--- config.mk ---
export PLATFORM = sky130hd
export DESIGN_NAME = riscv_fetch_unit
export DESIGN_NICKNAME = d
export VERILOG_FILES = /design/src/rtl/riscv_fetch_pkg.sv /design/src/rtl/riscv_fetch_fifo.sv /design/src/rtl/riscv_fetch_unit.sv
export SDC_FILE = /design/constraint.sdc
export NUM_CORES = 1
export LEC_CHECK = 0
export BUFFER_PORTS_ARGS = -buffer_cell sky130_fd_sc_hd__buf_2
export CAP_MARGIN = 20
export CORE_AREA = 4 4 270 272
export CTS_CLUSTER_DIAMETER = 200
export CTS_CLUSTER_SIZE = 28
export DETAILED_ROUTE_END_ITERATION = 10
export DIE_AREA = 0 0 274 276
export PLACE_DENSITY_LB_ADDON = 0.25
export RECOVER_POWER = 50
export SLEW_MARGIN = 25
export SYNTH_ARGS = -nofsm -noshare
export SYNTH_HDL_FRONTEND = slang
export SYNTH_SLANG_ARGS = --single-unit
--- constraint.sdc ---
create_clock -name i_fetch_clk -period 4.8 [get_ports i_fetch_clk]
set_input_delay 0.24 -clock i_fetch_clk [delete_from_list [all_inputs] [get_ports i_fetch_clk]]
set_output_delay 0.24 -clock i_fetch_clk [all_outputs]
set_load 0.02 [all_outputs]
--- src/rtl/riscv_fetch_pkg.sv ---
// Shared fetch-stage parameters and FSM state encoding.
package riscv_fetch_pkg;
  localparam int              XLEN        = 32;
  localparam int              ILEN        = 32;
  localparam logic [XLEN-1:0] RESET_PC    = 32'h0000_0000;
  localparam int              FETCH_DEPTH = 4;

  typedef enum logic [1:0] {
    IDLE  = 2'd0,
    RUN   = 2'd1,
    DRAIN = 2'd2
  } fetch_state_e;
endpackage

--- src/rtl/riscv_fetch_fifo.sv ---
// Synchronous FIFO for {pc, instr} entries; pointers wrap modulo DEPTH, flush empties in one cycle.
module riscv_fetch_fifo #(
  parameter int WIDTH = riscv_fetch_pkg::XLEN + riscv_fetch_pkg::ILEN,
  parameter int DEPTH = riscv_fetch_pkg::FETCH_DEPTH
) (
  input  logic                     clk_i,
  input  logic                     rst_i,
  input  logic                     push_i,
  input  logic [WIDTH-1:0]         wdata_i,
  input  logic                     pop_i,
  input  logic                     flush_i,
  output logic [WIDTH-1:0]         rdata_o,
  output logic                     full_o,
  output logic                     empty_o,
  output logic [$clog2(DEPTH):0]   count_o
);
  import riscv_fetch_pkg::*;

  localparam int AW = $clog2(DEPTH);
  localparam int CW = AW + 1;

  logic [WIDTH-1:0] mem_q [DEPTH];
  logic [AW-1:0]    wr_q, rd_q;
  logic [CW-1:0]    cnt_q;

  always_ff @(posedge clk_i) begin
    if (rst_i || flush_i) begin
      wr_q  <= '0;
      rd_q  <= '0;
      cnt_q <= '0;
    end else begin
      if (push_i) wr_q <= wr_q + AW'(1);
      if (pop_i)  rd_q <= rd_q + AW'(1);
      cnt_q <= cnt_q + CW'(push_i) - CW'(pop_i);
    end
  end

  always_ff @(posedge clk_i) begin
    if (push_i && !flush_i) mem_q[wr_q] <= wdata_i;
  end

  assign rdata_o = mem_q[rd_q];
  assign full_o  = (cnt_q == CW'(DEPTH));
  assign empty_o = (cnt_q == '0);
  assign count_o = cnt_q;
endmodule

--- src/rtl/riscv_fetch_unit.sv ---
// In-order instruction fetch: PC, request issue, response queue, redirect drain.
// Optional same-cycle response bypass when RISCV_FETCH_BYPASS_EN is defined.
module riscv_fetch_unit #(
  parameter int              XLEN     = riscv_fetch_pkg::XLEN,
  parameter int              DEPTH    = riscv_fetch_pkg::FETCH_DEPTH,
  parameter logic [XLEN-1:0] RESET_PC = XLEN'(riscv_fetch_pkg::RESET_PC)
) (
  input  logic            i_fetch_clk,
  input  logic            i_fetch_rst,
  input  logic            i_fetch_redirect,
  input  logic [XLEN-1:0] i_fetch_redirect_pc,
  output logic            o_fetch_imem_req,
  output logic [XLEN-1:0] o_fetch_imem_addr,
  input  logic            i_fetch_imem_gnt,
  input  logic            i_fetch_imem_rvalid,
  input  logic [31:0]     i_fetch_imem_rdata,
  output logic            o_fetch_valid,
  output logic [XLEN-1:0] o_fetch_pc,
  output logic [31:0]     o_fetch_instr,
  input  logic            i_fetch_ready
);
  import riscv_fetch_pkg::*;

  localparam int AW = $clog2(DEPTH);
  localparam int CW = AW + 1;
  localparam int EW = XLEN + ILEN;

  fetch_state_e    state_q, state_d;
  logic [XLEN-1:0] pc_q, pc_d, redir_pc;
  logic [CW-1:0]   out_q, out_d, disc_q, disc_d;

  logic [XLEN-1:0] pcq_mem [DEPTH];
  logic [AW-1:0]   pcq_wr_q, pcq_rd_q;

  logic            fq_push, fq_pop, fq_flush, fq_full, fq_empty;
  logic [CW-1:0]   fq_count;
  logic [EW-1:0]   fq_wdata, fq_rdata;
  logic            redir, grant, rsp, rsp_take, byp;
  logic [CW:0]     inflight;
  logic            unused_redir_lsb;

  assign unused_redir_lsb = ^i_fetch_redirect_pc[1:0];
  assign redir_pc = {i_fetch_redirect_pc[XLEN-1:2], 2'b00};
  assign redir    = i_fetch_redirect && (state_q != IDLE);

  // Queue slots are reserved at grant time so every response has room.
  assign inflight          = {1'b0, fq_count} + {1'b0, out_q};
  assign o_fetch_imem_req  = (state_q == RUN) && !redir && (inflight < (CW+1)'(DEPTH));
  assign o_fetch_imem_addr = pc_q;
  assign grant             = o_fetch_imem_req && i_fetch_imem_gnt;
  assign rsp               = i_fetch_imem_rvalid && (out_q != '0);
  assign rsp_take          = rsp && (state_q == RUN) && !redir;
  assign out_d             = out_q + CW'(grant) - CW'(rsp);

`ifdef RISCV_FETCH_BYPASS_EN
  assign byp = rsp_take && fq_empty;
`else
  assign byp = 1'b0;
`endif

  assign fq_wdata = {pcq_mem[pcq_rd_q], i_fetch_imem_rdata};
  assign fq_push  = rsp_take && !(byp && i_fetch_ready);
  assign fq_pop   = !fq_empty && i_fetch_ready;
  assign fq_flush = redir;

  riscv_fetch_fifo #(.WIDTH(EW), .DEPTH(DEPTH)) u_fifo (
    .clk_i   (i_fetch_clk),
    .rst_i   (i_fetch_rst),
    .push_i  (fq_push),
    .wdata_i (fq_wdata),
    .pop_i   (fq_pop),
    .flush_i (fq_flush),
    .rdata_o (fq_rdata),
    .full_o  (fq_full),
    .empty_o (fq_empty),
    .count_o (fq_count)
  );

  assign o_fetch_valid = !fq_empty || byp;

  always_comb begin
    o_fetch_pc    = '0;
    o_fetch_instr = '0;
    if (!fq_empty)  {o_fetch_pc, o_fetch_instr} = fq_rdata;
    else if (byp)   {o_fetch_pc, o_fetch_instr} = fq_wdata;
  end

  always_comb begin
    state_d = state_q;
    pc_d    = pc_q;
    disc_d  = disc_q;
    if (grant) pc_d = pc_q + XLEN'(4);
    case (state_q)
      IDLE: state_d = RUN;
      RUN: begin
        if (redir) begin
          pc_d = redir_pc;
          if (out_d != '0) begin
            disc_d  = out_d;
            state_d = DRAIN;
          end
        end
      end
      DRAIN: begin
        if (redir) pc_d = redir_pc;
        if (rsp)   disc_d = disc_q - CW'(1);
        if (disc_d == '0) state_d = RUN;
      end
      default: state_d = IDLE;
    endcase
  end

  always_ff @(posedge i_fetch_clk) begin
    if (i_fetch_rst) begin
      state_q  <= IDLE;
      pc_q     <= RESET_PC;
      out_q    <= '0;
      disc_q   <= '0;
      pcq_wr_q <= '0;
      pcq_rd_q <= '0;
    end else begin
      state_q <= state_d;
      pc_q    <= pc_d;
      out_q   <= out_d;
      disc_q  <= disc_d;
      if (grant) pcq_wr_q <= pcq_wr_q + AW'(1);
      if (rsp)   pcq_rd_q <= pcq_rd_q + AW'(1);
    end
  end

  // PC of each outstanding request, consumed in order by responses (kept or dropped).
  always_ff @(posedge i_fetch_clk) begin
    if (grant) pcq_mem[pcq_wr_q] <= pc_q;
  end

  a_no_overflow: assert property (@(posedge i_fetch_clk) disable iff (i_fetch_rst)
    !(rsp_take && fq_full));
endmodule

Yosys cells after proc, flatten, opt, wreduce, memory -nomap -nowiden. Memories as Yosys holds them, arrays and structs flattened. A register that Yosys moved wholly into a read port is not among the register bits. Cells that the tools add are included. Widths: inputs -> output; s select.

Latch bits: 0. Bits in read-only memories: 0. Output and inout bits: 98. RAM bits: 384. Register bits: 51. Memories kept: 2. Input port bits: 70. Logic and storage cells: 72.

Memories: u_fifo.mem_q (depth 4, width 64, rd ports 1, clocked after memory_dff 1, wr ports 1, line riscv_fetch_fifo.sv:22) `logic [WIDTH-1:0] mem_q [DEPTH];`; pcq_mem (depth 4, width 32, rd ports 1, clocked after memory_dff 1, wr ports 1, line riscv_fetch_unit.sv:32) `logic [XLEN-1:0] pcq_mem [DEPTH];`.

Equal/unequal tests: 5. Shift operators: 0. Mux-type cells: 22. Reduce and logical (&&, ||, !) cells: 22. $add $sub $neg: 11. $lt $le $gt $ge: 1. $mul: 0. Bitwise gates (word level): 0. Div/mod/pow operators: 0.

Operator list (count): $mux 32 (5); $add 32x3->32 const B (1); $mux 2 (7); $mux 3 (4); $logic_and 1x1->1 (9); $add 2x1->2 const B (4); $add 3x1->3 (2); $logic_not 3->1 (2); $pmux 2 s3 (1); $pmux 3 s2 (1); $reduce_and 3->1 (2); $reduce_bool 3->1 (2); $sub 3x1->3 (2); $add 3x3->4 (1); $lt 4x3->1 const B (1); $mux 1 (4); $ne 2x1->1 const B (2); $reduce_bool 2->1 (2); $sub 3x1->3 const B (1); $eq 2x1->1 const B (1); $eq 2x2->1 const B (1); $logic_not 1->1 (2); $logic_not 2->1 (1); $ne 2x2->1 const B (1); other kinds (2) (2).

Logic depth before layout (Yosys ltp).
Word-level depth: 12. Mapped depth: 15. Gate-level depth less buffers: 14.

Cells and area by module. A second synthesis with hierarchy kept.

Cell total of the unflattened synthesis: 924. Area, all modules: 17060.1 sq um.

Modules (own cells, without submodules): riscv_fetch_fifo (times used 1, sequential area each 7867.5 sq um, area each 9768.1 sq um, cells each 381); riscv_fetch_unit (times used 1, sequential area each 4484.3 sq um, area each 7292.0 sq um, cells each 543).

Worst setup path before layout. Ideal clock, no wire load.

Path type: register -> register. Start: register state_q[0]. End: register disc_q[0]. Cell stages (with the launch flop): 16. Buffers on the path: 1. Period minus slack after synthesis: 3.262 ns. Setup slack: 1.538 ns. Data arrival time: 3.175 ns. Required time: 4.713 ns. Library setup time: 0.087 ns. Cells stage by stage: dfxtp_1 -> inv_1 -> ha_1 -> nand2b_4 -> and2_1 -> clkbuf_1 -> nand3_1 -> ha_1 -> inv_1 -> ha_1 -> fa_1 -> xor3_1 -> a22oi_1 -> o21ai_0 -> or3_1 -> o31ai_1.

Word-level cells in the longest chain between the ends: 11. Elaborated cells on any way between the ends: 18. Those cells by class: add/sub: 2; eq/ne: 4; mux: 3; reduce/logical: 9.

RTL lines: from (decl) (line riscv_fetch_unit.sv:28) `fetch_state_e state_q, state_d;`; from (signal assigned) (line riscv_fetch_unit.sv:122) `state_q <= state_d;`; $reduce_bool 2->1 (line riscv_fetch_unit.sv:44) `assign redir = i_fetch_redirect && (state_q != IDLE);`; $logic_and 1x1->1 (line riscv_fetch_unit.sv:44); $logic_not 1->1 (line riscv_fetch_unit.sv:48) `assign o_fetch_imem_req = (state_q == RUN) && !redir && (inflight < (CW+1)'(DEPTH));`; $logic_and 1x1->1 (2 in a row) (line riscv_fetch_unit.sv:48); $logic_and 1x1->1 (line riscv_fetch_unit.sv:50) `assign grant = o_fetch_imem_req && i_fetch_imem_gnt;`; $add 3x1->3 (line riscv_fetch_unit.sv:53) `assign out_d = out_q + CW'(grant) - CW'(rsp);`; $sub 3x1->3 (line riscv_fetch_unit.sv:53); $reduce_bool 3->1 / $mux 3 (equally long branches) (line riscv_fetch_unit.sv:98) `if (out_d != '0) begin`; $ne 2x1->1 (no source line) / $mux 3 (equally long branches); $reduce_and 3->1 (no source line) / $pmux 3 s2 (equally long branches); to (signal assigned) (line riscv_fetch_unit.sv:125) `disc_q <= disc_d;`; to (decl) (line riscv_fetch_unit.sv:30) `logic [CW-1:0] out_q, out_d, disc_q, disc_d;`.

Parallel ways exist; a longest one is shown, timed or not. The select of a mux whose other input is x is not followed. A chain may end at the register's enable or synchronous reset.

Worst setup path in the final report.
Start: register state_q[1]. End: register disc_q[0].

Same word-level chain as after synthesis.

==> impl_metrics.tcl <==
set metrics [dict create \
    flow.area_growth_from_synthesis_pct 17.94 \
    maxSlewViolCount 54 \
    period_minus_slack_ns 3.788 \
    via_count 8809 \
    max_freq_mhz 264.0 \
    detailedPlace.worstSlack_ns 1.132 \
    stdcell_count 2088 \
    totalWireLength_microns 40650 \
    critical_path.startpoint "state_q[1]$_SDFFE_PP0P_" \
    synth-edff-count 368 \
    post_synth_most_frequent_cells "edfxtp_1, mux4_2, and2_1, nor2_1, dfxtp_1" \
    finalSetupViolations 0 \
    port_buffers 161 \
    design.core.area_sq_mm 0.07075 \
    setup.reg_to_reg.worst_slack_ns 1.01 \
    met1Wirelength_microns 18670 \
    synthAdderAreaFrac 0.01808 \
    globalRoute.totalOverflow 0 \
    post_route_cells_drive_above_1_share 0.2109 \
    slew_headroom -0.1798 \
    drc_errors 0 \
    hold_class "in -> reg" \
    max-vdd-ir-drop_mv 0.3300 \
    insertion_delay_ns 0.56 \
    syn_area_per_cell_sq_um 18.21 \
    rr_startpoint "state_q[1]$_SDFFE_PP0P_" \
    synth_top_area_cell "edfxtp_1" \
    synthMuxAreaShare 0.1249 \
    synth_top_family_by_area "multiplexers" \
    avgRoutedWirePerCell_microns 19.47 \
    timing.clock.skew_ns 0.04001 \
    die-width_microns 274 \
    postSynth.asyncResetShare 0 \
    cts_repair_resize_count 0 \
    final_core_util 0.2792 \
    dpl_cell_area_sq_mm 0.01875 \
    top_signal_layer_used "met4" \
    cts-htree-levels 1 \
    antenna_found_initial 0 \
    route.met3.wl_microns 1388 \
    grt_first_pass_wirelength_microns 60990 \
    globalplace.congestion 0.6960 \
    via_count_of_the_first_global_routing_pass 9411 \
    detail_route.vias_per_cell 4.219 \
    number_of_synthesis_warnings 0 \
    fp.dieH_microns 276 \
    synth.yosys.seq_area_share 0.7231 \
    powerDensity_mw_per_mm2 472.2 \
    synth_top_area_frac 0.6597 \
    tightest_slew_ns 1.767 \
    routed-wl-met2_microns 19940 \
    grt_use_total 0.1061 \
    clkSlewWorstSetupHoldPaths_ns 0.11 \
    dominantRegCellSynth "edfxtp_1" \
    setup_tns_ns 0 \
    clkSinkCount 421 \
    synthesized_area_fraction_occupied_by_and_or_nand_nor_cells 0.07500 \
    holdCritStartpoint "i_fetch_redirect_pc[28]" \
    first_iter_violations 464 \
    final.fill_count 7195 \
    crit_path_max_fanout 8 \
    total_leakage_power_uw 0.006181 \
    place.detailed.hpwl_microns 25240 \
    final_area_sq_mm 0.01976 \
    startpoint_kind_of_the_worst_setup_timing_path "flip-flop" \
    tritoncts "yes" \
    fin_ws_ns 1.012 \
    synth.ff_latch_count 421 \
    route.antenna.remaining_nets 0 \
    clock_root_buffer "clkbuf_16" \
    antenna_cells 0 \
    critical_path_arrival_ns 4.27 \
    synth_xor_area_frac 0.01397 \
    report.final.hold_viol_count 0 \
    netlist_instances 920 \
    dp.cells 2002 \
    num_io_pins 168 \
    violated_checks "max-capacitance violations, max-slew violations" \
    core.rowCount 98 \
    synthDistinctLibCells 57 \
    run_status "finished with violations" \
    clk_path_buf_depth 3 \
    required_ns 5.28 \
    timing.final.crit_share 0.7892 \
    area_enclosed_by_the_die_boundary_sq_mm 0.07562 \
    synth_most_common_cell "edfxtp_1" \
    max-cap-violations 2 \
    cts_buffers 19 \
    synth.cell_area_sq_mm 0.01675 \
    initial_utilization 0.2367 \
    critPathCaptureType "flip-flop" \
    drt_pass1_iterations 5 \
    grt_setup_unrepaired "no" \
    synth_area_in_compound_gates 0.02697 \
    path_class "reg -> reg" \
    layout.nets 1224 \
    grt_start_max_net_pins 64 \
    ys_top_cells_by_area "edfxtp_1, mux4_2, dfxtp_1" \
]
[per-layer routing]
metal | GRT usage | vias up
met5 | 0 | -
met4 | 0.01795 | 0
met3 | 0.01640 | 33
met2 | 0.1804 | 144
met1 | 0.1460 | 4608
li1 | - | 4024
[registers in the layout, indices dropped and copies added, names as in the netlist, 3 cells and up, named ones only]
register           count
disc_q                 3
out_q                  3
u_fifo.mem_q         248
pcq_mem              120
o_fetch_imem_addr     30
u_fifo.count_o         3
[stage by stage]
stage | power (uW) | hold slack (ns)
floorplan | 6583 | 0.3389
finish | 9328 | 0.04049
global route | 9914 | 0.04221
detailed placement | 7624 | 0.4585
CTS | 9588 | 0.005797
global placement | 7586 | 0.4539
[final cells by class]
| type | instances | area [sq um] | area share |
|---|---|---|---|
| Inverter | 21 | 78.83 | 0.003990 |
| Multi-Input combinational cell | 432 | 4345 | 0.2200 |
| Sequential cell | 421 | 12120 | 0.6135 |
| Clock inverter | 2 | 38.79 | 0.001963 |
| Clock buffer | 26 | 501.7 | 0.02540 |
| Tap cell | 950 | 1189 | 0.06017 |
| Timing Repair Buffer | 236 | 1481 | 0.07499 |
[critical path: stages (launching register included)]
cell and delay (ns):
dfxtp_1 0.33, inv_1 0.12, ha_1 0.20, nand2b_1 0.26, and2_0 0.38, nand3_1 0.34, ha_1 0.39, inv_1 0.04
ha_1 0.18, fa_1 0.37, xor3_1 0.25, a22oi_1 0.17, o21ai_0 0.25, or3_1 0.41, o31ai_1 0.06
[layout by cell type, fill, tap and decap left out, types with 3 or more instances in the layout]
cell	instances
or3_1	5
nand2b_1	4
buf_2	99
mux4_2	92
nor2_1	55
clkbuf_16	19
a211oi_1	19
buf_12	5
o31ai_1	3
xnor2_1	18
nand3_1	15
a311oi_1	10
ha_1	21
o21ai_0	11
or4_1	3
nor3_1	9
and4_1	5
inv_1	21
a21oi_1	5
nand2_1	15
and2_1	69
nand4_1	7
clkbuf_1	73
edfxtp_1	368
nor2b_1	3
xor2_1	6
nor4_1	9
dlygate4sd3_1	57
conb_1	4
and3_1	11
and3_2	3
buf_4	9
dfxtp_1	50
[logic make-up after synthesis]
kind of cell	Yosys count
flops	421
buf+inv	70
mux	94
compound gates	62
fa+ha+maj	23
xor+xnor	25
simple gates	224
other cells	1
[final timing paths]
path	depth (start not counted)	endpoint
hold / removal	4	o_fetch_imem_addr[28]$_SDFF_PP0_
setup / recovery	14	disc_q[0]$_SDFFE_PP0P_
setup reg to reg	14	disc_q[0]$_SDFFE_PP0P_
hold reg to reg	2	disc_q[2]$_SDFFE_PP0P_
[repair_timing]
item                                   CTS  global route
hold buffers                            57             0
endpoints found under the hold margin  153             0
buffers inserted                         0             0
[where the power goes]
group          switching (uW)  total, uW  leakage (uW)  internal (uW)
clock                    1130       1890      0.000258            756
sequential                388       4810       0.00369           4420
combinational            1540       2630       0.00223           1080
No activity file was read; power rests on OpenSTA's default activity.
